$ cat src/rtl/aes_block_loader.sv
// Word-stream loader for the AES-128 core: assembles key and plaintext into [0:127] buses.
// Optional CBC chaining with fb_cipher feedback is enabled by defining AES_LOADER_CBC_EN.
module aes_block_loader #(
  parameter int unsigned CNT_W = 16
) (
  input  logic             clk,
  input  logic             rst,
  input  logic             in_valid,
  output logic             in_ready,
  input  logic [31:0]      in_data,
  input  logic             in_is_key,
  output logic [0:127]     plain_text,
  output logic [0:127]     key,
  output logic             key_valid,
  output logic             blk_valid,
  input  logic             blk_ready,
  input  logic [0:127]     fb_cipher,
  output logic [CNT_W-1:0] blk_count
);

  typedef enum logic {FILL, HOLD} state_t;

  state_t      state, state_next;
  logic [1:0]  key_cnt, data_cnt;
  logic        key_xfer, data_xfer, blk_xfer;
  logic [31:0] data_word;

  assign key_xfer  = in_valid & in_ready & in_is_key;
  assign data_xfer = in_valid & in_ready & ~in_is_key;
  assign blk_xfer  = blk_valid & blk_ready;

`ifdef AES_LOADER_CBC_EN
  logic [0:127] chain;

  // A fresh key restarts the chain, so the first block after it is plain ECB.
  always_ff @(posedge clk) begin
    if (rst)                              chain <= '0;
    else if (key_xfer && key_cnt == 2'd0) chain <= '0;
    else if (blk_xfer)                    chain <= fb_cipher;
  end

  assign data_word = in_data ^ chain[{data_cnt, 5'b0} +: 32];
`else
  logic unused_fb;
  assign unused_fb = ^fb_cipher;
  assign data_word = in_data;
`endif

  always_ff @(posedge clk) begin
    if (rst) state <= FILL;
    else     state <= state_next;
  end

  always_comb begin
    state_next = state;
    in_ready   = 1'b0;
    blk_valid  = 1'b0;
    case (state)
      FILL: begin
        in_ready = 1'b1;
        if (data_xfer && data_cnt == 2'd3) state_next = HOLD;
      end
      HOLD: begin
        // Only a still-incomplete key may be loaded while a block is held.
        in_ready  = in_is_key & ~key_valid;
        blk_valid = key_valid;
        if (blk_xfer) state_next = FILL;
      end
      default: state_next = FILL;
    endcase
  end

  always_ff @(posedge clk) begin
    if (rst) begin
      key_cnt    <= '0;
      data_cnt   <= '0;
      key_valid  <= 1'b0;
      key        <= '0;
      plain_text <= '0;
      blk_count  <= '0;
    end else begin
      if (key_xfer) begin
        key[{key_cnt, 5'b0} +: 32] <= in_data;
        key_cnt <= key_cnt + 2'd1;
        if (key_cnt == 2'd0) key_valid <= 1'b0;
        if (key_cnt == 2'd3) key_valid <= 1'b1;
      end
      if (data_xfer) begin
        plain_text[{data_cnt, 5'b0} +: 32] <= data_word;
        data_cnt <= data_cnt + 2'd1;
      end
      if (blk_xfer) blk_count <= blk_count + 1'b1;
    end
  end

endmodule

$ cat config.mk
export PLATFORM = sky130hd
export DESIGN_NAME = aes_block_loader
export DESIGN_NICKNAME = d
export VERILOG_FILES = /design/src/rtl/aes_block_loader.sv
export SDC_FILE = /design/constraint.sdc
export NUM_CORES = 1
export LEC_CHECK = 0
export BUFFER_PORTS_ARGS = -buffer_cell sky130_fd_sc_hd__buf_2
export CAP_MARGIN = 25
export CORE_AREA = 2 2 171 173
export DETAILED_ROUTE_END_ITERATION = 7
export DIE_AREA = 0 0 173 175
export PLACE_DENSITY = 0.63
export SLEW_MARGIN = 10
export SYNTH_ARGS = -nofsm -noshare
export SYNTH_HDL_FRONTEND = slang
export SYNTH_SLANG_ARGS = --single-unit
$ cat constraint.sdc
create_clock -name clk -period 3 [get_ports clk]
set_clock_uncertainty 0.15 [all_clocks]
set_input_delay 0.3 -clock clk [delete_from_list [all_inputs] [get_ports clk]]
set_output_delay 0.3 -clock clk [all_outputs]
set_load 0.01 [all_outputs]
# [Yosys cells after proc, flatten, opt, wreduce, memory -nomap -nowiden]
# Cells that the tools add are included.
# Widths: inputs -> output; s select.
[word_totals] reg_bits=278 out_inout_bits=275
[op_classes] n_addsub=5 eq_ne=2 n_shift=4 mux=9 bitwise_logic=10 reduce_logical=4
[ops] op="$shift 129x9->128 const A" count=2
[ops] op="$shiftx 129x9->128" count=2
[ops] op="$bwmux 128" count=2
[ops] op="$neg 8->9" count=2
[ops] op="$add 16x1->16 const B" count=1
[ops] op="$not 7->8" count=2
[ops] op="$and 1x1->1" count=5
[ops] op="$mux 1" count=5
[ops] op="$add 2x1->2 const B" count=2
[ops] op="$eq 2x2->1 const B" count=2
[ops] op="$pmux 1 s2" count=2
[ops] op="$not 1->1" count=3
[ops] op="$logic_not 2->1" count=1
[ops] op="$reduce_and 2->1" count=1
[ops] op="$reduce_bool 2->1" count=1
[ops] op="$logic_and 1x1->1" count=1

# [Logic depth before layout (Yosys ltp)]
# Gate-level depths: netlist of the first run.
[depth] word_depth=8 depth_mapped=7 depth_no_buf=5

# [Least setup slack after synthesis of the first run]
# OpenSTA, ideal clock, no wires.
[synth_path] path_type="register to register" from="reg key_valid" to="reg blk_count[15]" arrival_ns=1.691 slack_ns=1.039 path_stages_with_launch=5 path_buffers=0 period_less_slack_ns=1.961 path_cell_list="dfxtp_1 -> nand4_2 -> nor4_1 -> nor3b_1 -> mux2_2"
[synth_via] elab_chain_len=2
[synth_rtl] item="start, declared" line_no="14" rtl="output logic key_valid,"
[synth_rtl] item="start signal, assigned" line_no="77" rtl="key_valid <= 1'b0;"
[synth_rtl] item="start signal, assigned" line_no="85" rtl="if (key_cnt == 2'd0) key_valid <= 1'b0;"
[synth_rtl] item="start signal, assigned" line_no="86" rtl="if (key_cnt == 2'd3) key_valid <= 1'b1;"
[synth_rtl] item="$mux 1" line_no="58" rtl="case (state)"
[synth_rtl] item="$and 1x1->1" line_no="30" rtl="assign blk_xfer = blk_valid & blk_ready;"
[synth_rtl] item="end signal, assigned" line_no="92" rtl="if (blk_xfer) blk_count <= blk_count + 1'b1;"
[synth_rtl] item="end, declared" line_no="18" rtl="output logic [CNT_W-1:0] blk_count"
# No other way between the ends.
# A chain may end at the register's enable or synchronous reset.

# [Worst setup path in the final report of the first run]
[layout_path] from="reg key_cnt[0]" to="reg key[66] in the netlist's numbering"
[layout_via] elab_chain_len=4 word_cells_on_any_way=5
[layout_rtl] item="start, declared" line_no="24" rtl="logic [1:0] key_cnt, data_cnt;"
[layout_rtl] item="start signal, assigned" line_no="84" rtl="key_cnt <= key_cnt + 2'd1;"
[layout_rtl] item="$not 7->8 (implied by the code) *" line_no="83" rtl="key[{key_cnt, 5'b0} +: 32] <= in_data;"
[layout_rtl] item="$neg 8->9 *" line_no="83"
[layout_rtl] item="$shiftx 129x9->128 or $shift 129x9->128 (tied branches)" line_no="83"
[layout_rtl] item="$bwmux 128 *" line_no="83"
[layout_rtl] item="end signal, assigned by index" line_no="83"
[layout_rtl] item="end, declared" line_no="13" rtl="output logic [0:127] key,"
# Every way passes the cells marked *; elsewhere a longest branch is shown, timed or not.

==> results of run 1 <==
-- logic make-up (layout without fill, tap and decap cells) --
family | count (synthesis) | in the layout | share of synthesized area (%)
mux | 5 | 5 | 0.5168
flops | 278 | 278 | 53.46
simple gates | 589 | 589 | 25.34
fa+ha+maj | 9 | 9 | 1.082
buf+inv | 156 | 437 | 5.781
compound gates | 271 | 271 | 13.06
xor+xnor | 9 | 9 | 0.7572
-- power groups by stage --
stage	clock network (mW)	registers [mW]	logic, mW
floorplan	0	3.88	0.283
global placement	0	3.86	0.538
detailed placement	0	3.86	0.539
CTS	4.09	3.78	0.573
global route	4.27	3.78	0.616
finish	4.05	3.78	0.576
-- path summary, 6_finish.rpt --
kind	from	endpoint	slack, ps
max	key_cnt[0]	key[66]	730
min	rst	blk_count[8]	-9
max reg2reg	key_cnt[0]	key[66]	730
min reg2reg	key[50]	key[50]	300
-- area by class of cell --
class / count / share of cell area, %
Sequential cell: 278 / 40.82
Tap cell: 384 / 3.524
Timing Repair Buffer: 372 / 15.78
Clock inverter: 12 / 1.542
Multi-Input combinational cell: 883 / 31.67
Clock buffer: 44 / 6.415
Inverter: 9 / 0.2478
-- state kept, by name, indices dropped and copies added (netlist names) --
| register | cells |
|---|---|
| key | 128 |
| key_valid | 1 |
| key_cnt | 2 |
| blk_count | 16 |
| data_cnt | 2 |
| plain_text | 128 |
| state | 1 |
-- what timing repair did --
item | in CTS | in global routing
endpoints found under the hold margin | 235 | 0
hold buffers | 31 | 0
gates resized for setup | 0 | 0
-- worst max-delay path, stage by stage (launching register included) --
cell and delay [ps]:
dfxtp_1 390, inv_1 240, ha_1 220, nand3_2 570, buf_4 430, nand2_1 80, a21oi_1 60
-- per-layer routing --
| layer | GRT usage [%] | wire, um | vias up |
|---|---|---|---|
| li1 | - | - | 4939 |
| met1 | 32.39 | 16490 | 4935 |
| met2 | 38.72 | 17330 | 462 |
| met3 | 6.397 | 3532 | 71 |
| met4 | 7.592 | 1048 | 0 |
| met5 | 0 | 0 | - |
-- through the flow --
stage                     total power [mW]  hold slack [ps]  worst slack (ps)  std cells  util [%]
final                                8.401           -8.831             734.1       1982     48.02
after global placement               4.394            285.5             754.5       1895     43.11
after floorplan                      4.159            326.2              1039       1317         -
after CTS                            8.444           0.9107             694.4       1982     48.02
after detailed placement             4.397            289.7             696.3       1895     43.11
after global routing                 8.670            18.29             575.7       1982     48.02
-- cells in the final DEF, fill, tap and decap left out, drive strengths merged --
| cell type | Yosys | final |
|---|---|---|
| nor2b | 3 | 3 |
| dfxtp | 278 | 278 |
| nor3b | 2 | 2 |
| inv | 9 | 9 |
| and2 | 5 | 5 |
| clkbuf | 128 | 44 |
| a31o | 1 | 1 |
| o21ai | 6 | 6 |
| mux2i | 2 | 2 |
| or4 | 1 | 1 |
| nand3 | 265 | 265 |
| nand2 | 267 | 267 |
| ha | 9 | 9 |
| mux2 | 3 | 3 |
| a21oi | 264 | 264 |
| nor3 | 2 | 2 |
| bufinv | 0 | 6 |
| or3 | 4 | 4 |
| buf | 19 | 341 |
| nand4b | 1 | 1 |
| and4 | 2 | 2 |
| nor4 | 1 | 1 |
| nand2b | 1 | 1 |
| and3 | 5 | 5 |
| nand4 | 4 | 4 |
| xor2 | 5 | 5 |
| clkinv | 0 | 6 |
| nor2 | 26 | 26 |
| dlygate4sd3 | 0 | 31 |
| xnor2 | 4 | 4 |
==> metrics, run 1 <==
DP HPWL=24720 um; async set-reset flop share out of synthesis=0%; total clock sinks=278; Max clock buf depth=3; DRC errors left=0; top cells by area, synth=dfxtp_1, nand3_1, a21oi_1, nand2_1, clkbuf_1; syn avg cell area=7.904 um2; postcts setup bufs=0; synthesized instance count=1317; PwrDens=616.1 nW/um2; first-pass GRT wire length=57900 um; nets@finish=1748; Switching Share=about a quarter; core area=28390 um2; Tcrit/Tclk final=75.53%; Worst-Margin Slew=between 900 and 1000 ps; Slew headroom=37.58%; WHS=-8.831 ps; Clock Tree Root=clkbuf_16; wire per inst=19.38 um; Worst Setup Start Kind=flop; worst r2r path cells=6; Final GP Congestion=between 0.7 and 0.8; Final Setup Violations=0; full die area=30280 um2; drt total wl=38410 um; Placed Area=12240 um2; H-tree levels=1; Psw=1.973 mW; number of vias per cell=5.251; via count=approximately 10000; Syn. warnings=0; Max Slew Vio Count=0; failing checks=negative hold slack; multi-input combinational cell area=4318 um2; synthesized area=10410 um2; Synth Register Bits=278; CP arrival=2530 ps; CTS tree=yes; Worst setup EP type=flop; Final Hold Fails=1; Post-synth top cells=dfxtp_1, nand2_1, nand3_1, a21oi_1, clkbuf_1; Max Clock Freq=between 400 and 500 MHz; ys flop type=dfxtp_1; CP max FO=25; die width=173 um; clock transition at the registers of the reported paths=~60 ps; register area=between 5000 and 6000 um2; largest net degree at the start of global routing=78; layout cell share with drive strength beyond 1=25.72%; register area share after synthesis=53.46%; first-pass detailed-route iteration total=5; critical path data required time=3270 ps; RSZ-0062 raised after global routing=no; FP Rows=62; status=complete, but fails checks; HP Class=input port to flop; GR Overflow Total=0; antenna violations before repair=0; antenna fix cells=0; Sum Neg Setup Slack=0 ps; post-synth top area share=53.46%; Yosys cell types=31; crit path kind=flop to flop; overall routing resource usage=24.35%; Leak=5.588 nW; Internal=approximately 6.4 mW; Post-synth EDFFs=0; count leader, synth=dfxtp_1; die height=175 um; Period minus WS final=2266 ps; Clock Latency Late Sink=between 500 and 600 ps; fillcell total=2804; 1st-iter DRT viols=870; Seq pwr share=45.0%; post-synth top area cell=dfxtp_1; hold-critical path depth=2; synthesis-to-layout area growth=30.97%; I/O pins=440; Starting Density=between 30% and 40%; CTS buffer count=30; Routed Antenna Nets=0; Max VDD drop=0.4870 mV; combinational group share of total power=6.9%; Max-Cap Viols=0; power share of the clock group=48.2%; Final Instance Area=between 10000 and 15000 um2; I/O Buffers=311; syn nets=1491; vias in the first global route=just under 10000
Note: power is estimated with default switching activity, not from simulation.
==> inputs of run 2 (changes only) <==
Settings changed: CORE_AREA 2 2 171 173 to 2 2 169 171, DIE_AREA 0 0 173 175 to 0 0 171 173, PLACE_DENSITY 0.63 to 0.64.
Clock period 3 ns to 2.4 ns, I/O delays scaled along.
==> run 2 against run 1 <==
  * The flow now finishes without violations
  * Non-clock buffer count is 16 higher
  * Sequential power is 25% higher
  * Cell area is 1.1% higher
  * Via count is 0.98% higher
  * Routed wire length is 0.63% lower
  * Combinational power is 32% higher
  * Core utilization is 1.9 points higher
  * Cell count is 0.30% higher
  * First-iteration DRC count is 4.3% lower
  * Register-to-register slack worse by 410 ps
  * Critical endpoint is now blk_valid
  * Largest power group unchanged
==> metrics, run 2 (same netlist as run 1, synthesis figures left out) <==
status=finished, final reports clean; crit path kind=flop to output port; layout cell share with drive strength beyond 1=26.15%; PwrDens=approximately 750 nW/um2; DP HPWL=24630 um; Routed Antenna Nets=0; Final GP Congestion=0.7691; antenna fix cells=0; Clock Tree Root=clkbuf_16; vias in the first global route=roughly 9800; die height=173 um; WHS=54.16 ps; largest net degree at the start of global routing=71; top flop regs=key: 128 flops, plain_text: 128 flops, blk_count: 16 flops; overall routing resource usage=24.60%; H-tree levels=1; I/O pins=440; Max Clock Freq=478.0 MHz; FP Rows=61; full die area=a little under 30000 um2; Worst Setup Start Kind=flop; CP max FO=9; die width=~170 um; GR Overflow Total=0; drt total wl=about 38000 um; Crit. Startpoint=key_valid; wire per inst=19.20 um; worst setup margin=between 300 and 400 ps; worst r2r src=key_cnt[1]; post-CTS resize count=0; CP arrival=1700 ps; worst r2r path cells=5; synthesis-to-layout area growth=32.40%; Max VDD drop=~0.43 mV; Max-Cap Viols=0; clock transition at the registers of the reported paths=60 ps; Clock Latency Late Sink=550 ps; Period minus WS final=2092 ps; I/O Buffers=slightly above 300; Starting Density=37.68%; hold-critical path depth=2; number of vias per cell=5.286; Final Hold Fails=0; Max clock buf depth=3; first-pass detailed-route iteration total=7; Max Slew Vio Count=0; CTS buffer count=29; antenna violations before repair=0; 1st-iter DRT viols=833; RSZ-0062 raised after global routing=no; core area=27630 um2; critical path data required time=~2000 ps; Place WS=339.7 ps; Worst setup EP type=output port; DRC errors left=0; CTS tree=yes; Final Setup Violations=0; nets@finish=between 1500 and 2000; first-pass GRT wire length=between 50000 and 60000 um; via count=10510; total clock sinks=278; Sum Neg Setup Slack=0 ps; Tcrit/Tclk final=87.18%; most common cell after layout, fill and taps aside=buf_2; Slew headroom=49.96%; Leak=5.654 nW; min-delay src=rst; most frequent cells in the layout=buf_2, dfxtp_1, nand2_1; HP Class=input port to flop; Worst-Margin Slew=750.7 ps
==> run 2: cell types whose count changed in the layout (fill, tap and decap cells not counted), sizes merged <==
| cell | change |
|---|---|
| dlygate4sd3 | +2 |
| clkinvlp | +2 |
| buf | +13 |
| clkbuf | -2 |
| bufinv | -1 |
| clkinv | -2 |
==> run 2: routing by layer <==
layer  vias to the layer above  part of all wire, %  track usage (%)
li1                       4970                    -                -
met1                      4968                   43            32.75
met2                       488                   45            39.10
met3                        83                  9.3            6.409
met4                         0                  2.8            7.415
met5                         -                    0                0
==> run 2: stage by stage <==
stage | power [mW] | utilization (%) | cell area [um2] | instances
3_3_place_gp | 5.526 | 45.01 | 12440 | 1903
2_1_floorplan | 5.198 | - | 10410 | 1317
4_1_cts | 10.38 | 49.89 | 13780 | 1988
6_report | 10.30 | 49.89 | 13780 | 1988
5_1_grt | 10.62 | 49.89 | 13780 | 1988
3_5_place_dp | 5.531 | 45.01 | 12440 | 1903
==> run 2: area by class of cell <==
class / instances / area, um2
Multi-Input combinational cell: 883 / 4307
Timing Repair Buffer: 388 / 2389
Clock inverter: 11 / 185.2
Sequential cell: 278 / 5565
Fill cell: 2716 / 13850
Tap cell: 378 / 473.0
Clock buffer: 41 / 830.8
Inverter: 9 / 33.78
==> run 2: path summary, 6_finish.rpt <==
kind	end	slack, ps
min reg2reg	key[111]	300
min	blk_count[8]	50
max	blk_valid	310
max reg2reg	key[44]	320
==> run 2: worst max-delay path, stage by stage (launching register included) <==
cell     delay, ps
dfxtp_1        440
nand2_1        260
buf_4          230
inv_1           90
buf_2          140
==> run 2: timing repair <==
| action | 4_1_cts | 5_1_grt |
|---|---|---|
| hold endpoints to repair | 256 | 0 |
| hold buffers | 33 | 0 |
| buffers inserted | 0 | 0 |
==> run 2: report_power, final <==
group,switching (mW),internal (mW)
registers,0.0425,4.68
clock network,1.88,2.93
logic,0.526,0.234
